**src/rtl/pipe_ctrl_pkg.sv**
```systemverilog
// Shared definitions for the pipeline hazard controller: controller state
// encoding, register-index and counter widths, and the decoded control word.
package pipe_ctrl_pkg;

  localparam int REG_IDX_W   = 5;
  localparam int WAIT_CNT_W  = 8;
  localparam int FLUSH_CNT_W = 2;
  localparam int STALL_CNT_W = 16;

  typedef enum logic [1:0] {
    ST_RUN      = 2'd0,
    ST_FLUSH    = 2'd1,
    ST_MEM_WAIT = 2'd2,
    ST_ERROR    = 2'd3
  } ctrl_state_t;

  // Stage-register controls, in one word so each pipeline action is a constant.
  typedef struct packed {
    logic pc_we;
    logic ifid_we;
    logic idex_we;
    logic exmem_we;
    logic ifid_flush;
    logic idex_bubble;
  } ctrl_out_t;

  // Normal advance: every stage loads, nothing squashed.
  localparam ctrl_out_t OUT_RUN    = 6'b1111_00;
  // Taken branch: keep fetching the target, squash the wrong-path IF/ID and ID/EX.
  localparam ctrl_out_t OUT_BRANCH = 6'b1111_11;
  // Load-use: hold PC and IF/ID, drop one bubble into ID/EX.
  localparam ctrl_out_t OUT_LU     = 6'b0011_01;
  // Full freeze (memory wait, error, reset).
  localparam ctrl_out_t OUT_HOLD   = 6'b0000_00;

endpackage

```
**src/rtl/load_use_detect.sv**
```systemverilog
// Combinational load-use hazard detector: the load in EX writes a register
// the instruction in ID reads. Register 0 is hard-wired and never a hazard.
module load_use_detect
  import pipe_ctrl_pkg::*;
(
  input  logic                 idex_mem_read,
  input  logic [REG_IDX_W-1:0] idex_rt,
  input  logic [REG_IDX_W-1:0] ifid_rs,
  input  logic [REG_IDX_W-1:0] ifid_rt,
  output logic                 load_use
);

  assign load_use = idex_mem_read && (idex_rt != '0) &&
                    ((idex_rt == ifid_rs) || (idex_rt == ifid_rt));

endmodule

```
**src/rtl/pipe_hazard_ctrl.sv**
```systemverilog
// Pipeline hazard controller: stalls on load-use, flushes on taken branches,
// freezes during data-memory waits and latches a sticky timeout error.
// Optional build macro PIPE_STALL_CNT_EN adds a saturating 16-bit Stall_Count
// of cycles in which the PC was held.
module pipe_hazard_ctrl
  import pipe_ctrl_pkg::*;
#(
  parameter int FLUSH_CYCLES = 1,   // 1..4
  parameter int MAX_WAIT     = 255  // 1..255
) (
  input  logic                 clk,
  input  logic                 rst,
  input  logic                 IDEX_MemRead,
  input  logic [REG_IDX_W-1:0] IDEX_Rt,
  input  logic [REG_IDX_W-1:0] IFID_Rs,
  input  logic [REG_IDX_W-1:0] IFID_Rt,
  input  logic                 Branch_Taken,
  input  logic                 Mem_Busy,
  output logic                 PC_WriteEn,
  output logic                 IFID_WriteEn,
  output logic                 IDEX_WriteEn,
  output logic                 EXMEM_WriteEn,
  output logic                 IFID_Flush,
  output logic                 IDEX_Bubble,
  output logic                 Wait_Timeout
`ifdef PIPE_STALL_CNT_EN
  ,
  output logic [STALL_CNT_W-1:0] Stall_Count
`endif
);

  localparam logic [WAIT_CNT_W-1:0]  WAIT_LIMIT = WAIT_CNT_W'(MAX_WAIT);
  localparam logic [FLUSH_CNT_W-1:0] FLUSH_INIT = FLUSH_CNT_W'(FLUSH_CYCLES - 1);

  ctrl_state_t             state, state_nxt;
  logic [WAIT_CNT_W-1:0]   wait_cnt, wait_nxt;
  logic [FLUSH_CNT_W-1:0]  flush_cnt, flush_nxt;
  ctrl_out_t               ctrl;
  logic                    timeout;
  logic                    load_use;

  load_use_detect u_load_use (
    .idex_mem_read (IDEX_MemRead),
    .idex_rt       (IDEX_Rt),
    .ifid_rs       (IFID_Rs),
    .ifid_rt       (IFID_Rt),
    .load_use      (load_use)
  );

  // State and counter registers; reset abandons any flush, wait or error.
  // NOTE: sequential state uses <= so every register samples pre-edge values.
  always_ff @(posedge clk or negedge rst) begin
    if (!rst) begin
      state     <= ST_RUN;
      wait_cnt  <= '0;
      flush_cnt <= '0;
    end else begin
      state     <= state_nxt;
      wait_cnt  <= wait_nxt;
      flush_cnt <= flush_nxt;
    end
  end

  // Next-state and output decode; priority Mem_Busy > Branch_Taken > load-use.
  // NOTE: every output gets a default first so no path leaves a latch behind.
  always_comb begin
    state_nxt = state;
    wait_nxt  = wait_cnt;
    flush_nxt = flush_cnt;
    ctrl      = OUT_HOLD;
    timeout   = 1'b0;

    case (state)
      // A finished memory wait is evaluated exactly like a fresh RUN cycle.
      ST_RUN, ST_MEM_WAIT: begin
        if (Mem_Busy) begin
          if (state == ST_RUN) begin
            wait_nxt  = WAIT_CNT_W'(1);
            state_nxt = ST_MEM_WAIT;
          end else if (wait_cnt >= WAIT_LIMIT) begin
            state_nxt = ST_ERROR;
          end else begin
            wait_nxt = wait_cnt + WAIT_CNT_W'(1);
          end
        end else begin
          wait_nxt  = '0;
          state_nxt = ST_RUN;
          if (Branch_Taken) begin
            ctrl = OUT_BRANCH;
            if (FLUSH_CYCLES > 1) begin
              state_nxt = ST_FLUSH;
              flush_nxt = FLUSH_INIT;
            end
          end else if (load_use) begin
            ctrl = OUT_LU;
          end else begin
            ctrl = OUT_RUN;
          end
        end
      end

      // Remaining flush cycles; a memory stall freezes the countdown.
      ST_FLUSH: begin
        if (!Mem_Busy) begin
          ctrl = OUT_BRANCH;
          if (flush_cnt <= FLUSH_CNT_W'(1)) begin
            flush_nxt = '0;
            state_nxt = ST_RUN;
          end else begin
            flush_nxt = flush_cnt - FLUSH_CNT_W'(1);
          end
        end
      end

      ST_ERROR: timeout = 1'b1;

      default: state_nxt = ST_RUN;
    endcase

    // Outputs are forced low for as long as reset is held, independent of clk.
    if (!rst) begin
      ctrl    = OUT_HOLD;
      timeout = 1'b0;
    end
  end

  assign PC_WriteEn    = ctrl.pc_we;
  assign IFID_WriteEn  = ctrl.ifid_we;
  assign IDEX_WriteEn  = ctrl.idex_we;
  assign EXMEM_WriteEn = ctrl.exmem_we;
  assign IFID_Flush    = ctrl.ifid_flush;
  assign IDEX_Bubble   = ctrl.idex_bubble;
  assign Wait_Timeout  = timeout;

`ifdef PIPE_STALL_CNT_EN
  // Count cycles with the PC held, saturating rather than wrapping.
  always_ff @(posedge clk or negedge rst) begin
    if (!rst) begin
      Stall_Count <= '0;
    end else if (!PC_WriteEn && (Stall_Count != {STALL_CNT_W{1'b1}})) begin
      Stall_Count <= Stall_Count + STALL_CNT_W'(1);
    end
  end
`endif

endmodule

```
**config.mk**
```make
export PLATFORM = sky130hd
export DESIGN_NAME = pipe_hazard_ctrl
export DESIGN_NICKNAME = d
export VERILOG_FILES = /design/src/rtl/pipe_ctrl_pkg.sv /design/src/rtl/load_use_detect.sv /design/src/rtl/pipe_hazard_ctrl.sv
export SDC_FILE = /design/constraint.sdc
export NUM_CORES = 1
export LEC_CHECK = 0
export BUFFER_PORTS_ARGS = -buffer_cell sky130_fd_sc_hd__buf_2
export CORE_MARGIN = 2
export CORE_UTILIZATION = 30
export CTS_BUF_LIST = sky130_fd_sc_hd__clkbuf_16
export DETAILED_ROUTE_END_ITERATION = 16
export SLEW_MARGIN = 15
export SYNTH_ARGS = -nofsm -noshare
export SYNTH_HDL_FRONTEND = slang
export SYNTH_SLANG_ARGS = --single-unit
```
**constraint.sdc**
```tcl
create_clock -name clk -period 1.8 [get_ports clk]
set_clock_uncertainty 0.05 [all_clocks]
set_input_delay 0.18 -clock clk [delete_from_list [all_inputs] [get_ports clk]]
set_output_delay 0.18 -clock clk [all_outputs]
set_load 0.03 [all_outputs]
```
==> metrics <==
# DRC 0; crit path DAT ~1.5 ns; ant diodes 0; #FFs+latches synth 12; worst r2r path cells 5; Mapped Cells roughly 100; Final ANT Viol Nets 0; Max-Cap Viols 0; Setup violations, final 0; Startpoint Class flop; top cell type's share of synthesized area 36.5%; critical path type reg2out; Distinct cells, synth 31; Max-Slew Margin vs Limit 73.3%; initial antenna violation count 0; final WL roughly 1900 microns; core area roughly 2500 sq um; post-synth top area cell dfrtp_1; worst-skew pair later-pin latency approximately 0.24 ns; Mapped Area 822 sq um; max incr delay on CP about 0.42 ns; CTS Buf Count 3; Total GRT Usage between 10% and 20%; Inst Count DP between 150 and 200; Setup WS pre-CTS ~0.14 ns; Critical Path Stages 7; htree depth 1; design area roughly 1100 sq um; Final Wtd Congestion 0.816; Worst-Margin Slew 0.399 ns; Detailed Route Iter0 Violations 18; largest net degree at the start of global routing 14; routed vias/inst between 5 and 6; Synth-to-Final Area Change 36.1%; I/O Buffers 26; FP Rows 18; Clock transition at path regs roughly 0.04 ns; Reg-to-Reg Start wait_cnt[0]$_DFFE_PN0P_; Final #Nets 150; CP required 1.57 ns; Slew Viols, Final 0; RSZ-0062 raised after global routing no; Post-DP HPWL around 1600 microns; dominant cells by area after synthesis dfrtp_1, xor2_1, nand3_1; Die Width between 50 and 60 microns; Hold/Removal Path Class in2async; Hold Violations, Final 0; worst-path fanout max 5; fmax just under 600 MHz; die area approximately 3200 sq um; Setup crit end kind output pin; Starting Density approximately a third; maximum clock path buffer count 2; commonest non-fill, non-tap cell in the layout buf_2; CTS tree built; Die Ht about 56 microns; Final min period around 1.7 ns; worst reg2reg setup slack between 0.15 and 0.2 ns; Routed wire per std cell around 12 microns; P_leak 0.000574 uW; register area share after synthesis between 30% and 40%; cell with the largest stage delay on the worst path dfrtp_2; first-pass GRT wire length approximately 3400 microns; clock net sink count 12; Final TNS setup 0 ns; CTS Root Cell clkbuf_16; drt pass-1 iters 4; final cycle utilization of the critical path 94.2%; I/O pin total 27; Via Count around 840; status finished, final reports clean; synthesized net count about 120; vias in the first global route between 700 and 800; Hold WS about 0.027 ns; grt ovf 0; PnR worst setup slack between 0.1 and 0.15 ns; Area after DPL approximately 1000 sq um; Final Non-Filler Cells between 150 and 200; maximum vdd drop 0.861 mV; share of cells above drive strength 1 32.3%; worst path bufs/invs 3; Synth Warn # 0; most frequent cells in the layout buf_2, xor2_1, dfrtp_1; cells along the critical path nand2_2, nand3_4, inv_4, o21ai_2, inv_2, o31a_1, buf_6; mean post-synth cell area around 8.4 sq um; Pwr per Cell Area slightly above 700 nW/um^2; Critical R2R Capture wait_cnt[5]$_DFFE_PN0P_; Crit path max-delay family flip-flops
==> sequential cells by signal, indices dropped and copies added (netlist names) <==
signal     cells
wait_cnt       8
state          2
flush_cnt      2
==> cell usage after synthesis <==
master,instances
buf_4,2
a21o_1,1
nand2_1,5
or4_1,2
ha_1,1
inv_1,7
dfrtp_1,12
o31ai_1,1
clkbuf_1,2
a31oi_1,2
o21a_1,2
a21oi_1,4
o2111ai_1,1
o32ai_1,1
xor2_1,10
clkbuf_2,1
nor3_1,6
nor2_1,7
o31a_1,1
o21bai_1,1
nand4_1,1
nand3_1,9
o21ai_0,6
a41oi_1,1
and4_1,1
and3_1,2
a22oi_1,1
o22a_1,5
or2_1,1
nand2b_1,1
nand2_2,1
==> worst register-to-register path, stage by stage, from the launching register on <==
cell	delay, ns
dfrtp_1	0.41
ha_1	0.27
nand3_1	0.10
nor2_1	0.10
or4_1	0.53
nand3_1	0.09
==> per-layer routing <==
layer  global-route usage [%]  wire, microns  up-vias  part of all wire, %
met5                        0              0        -                    0
met4                     6.12             31        0                  1.6
met3                     3.00             73        2                  3.8
met2                     22.9           1010       13                   52
met1                     16.5            822      404                   42
li1                         -              -      418                    -
==> worst max path at each step <==
stage	startpoint	end
2_1_floorplan	state[1]$_DFFE_PN0P_	PC_WriteEn
3_3_place_gp	IDEX_Rt[1]	IFID_WriteEn
3_5_place_dp	IDEX_Rt[1]	IFID_WriteEn
4_1_cts	state[1]$_DFFE_PN0P_	IFID_WriteEn
5_1_grt	state[0]$_DFFE_PN0P_	IFID_WriteEn
6_report	state[0]$_DFFE_PN0P_	IFID_WriteEn
==> power by group <==
part | leakage (uW) | internal (uW) | switching, uW
Combinational | 0.000377 | 52.0 | 65.0
Clock | 0.0000370 | 289 | 110
Sequential | 0.000160 | 275 | 4.92
Total | 0.000574 | 616 | 180
==> kinds of logic (layout without fill, tap and decap cells) <==
family / Yosys count / count (layout) / synth area share [%]
adders and majority gates: 1 / 1 / 1.52
and+or+nand+nor: 36 / 36 / 22.1
AOI/OAI and AO/OA: 27 / 27 / 22.7
DFF: 12 / 12 / 36.5
buffers and inverters: 12 / 41 / 6.54
xor gates and xnor gates: 10 / 10 / 10.7
==> through the flow <==
| step | utilization, % | total power, uW |
|---|---|---|
| after floorplan | - | 347 |
| after global routing | 44.0 | 829 |
| final | 44.0 | 796 |
| after detailed placement | 39.2 | 393 |
| after CTS | 42.6 | 801 |
| after global placement | 39.2 | 390 |
==> layout make-up <==
class	instances	area [sq um]
clock buffer	3	75.1
multi-input combinational	74	487
timing repair buffer	31	188
fill	263	1430
sequential	12	303
inverter	7	28.8
tap	30	37.5
==> timing repair <==
action / CTS / global route
endpoints found under the setup margin: 0 / 2
hold buffers: 1 / 0
resized for setup: 0 / 10
endpoints found under the hold margin: 12 / 0
buffers inserted: 0 / 2
No activity file was read; power rests on OpenSTA's default activity.
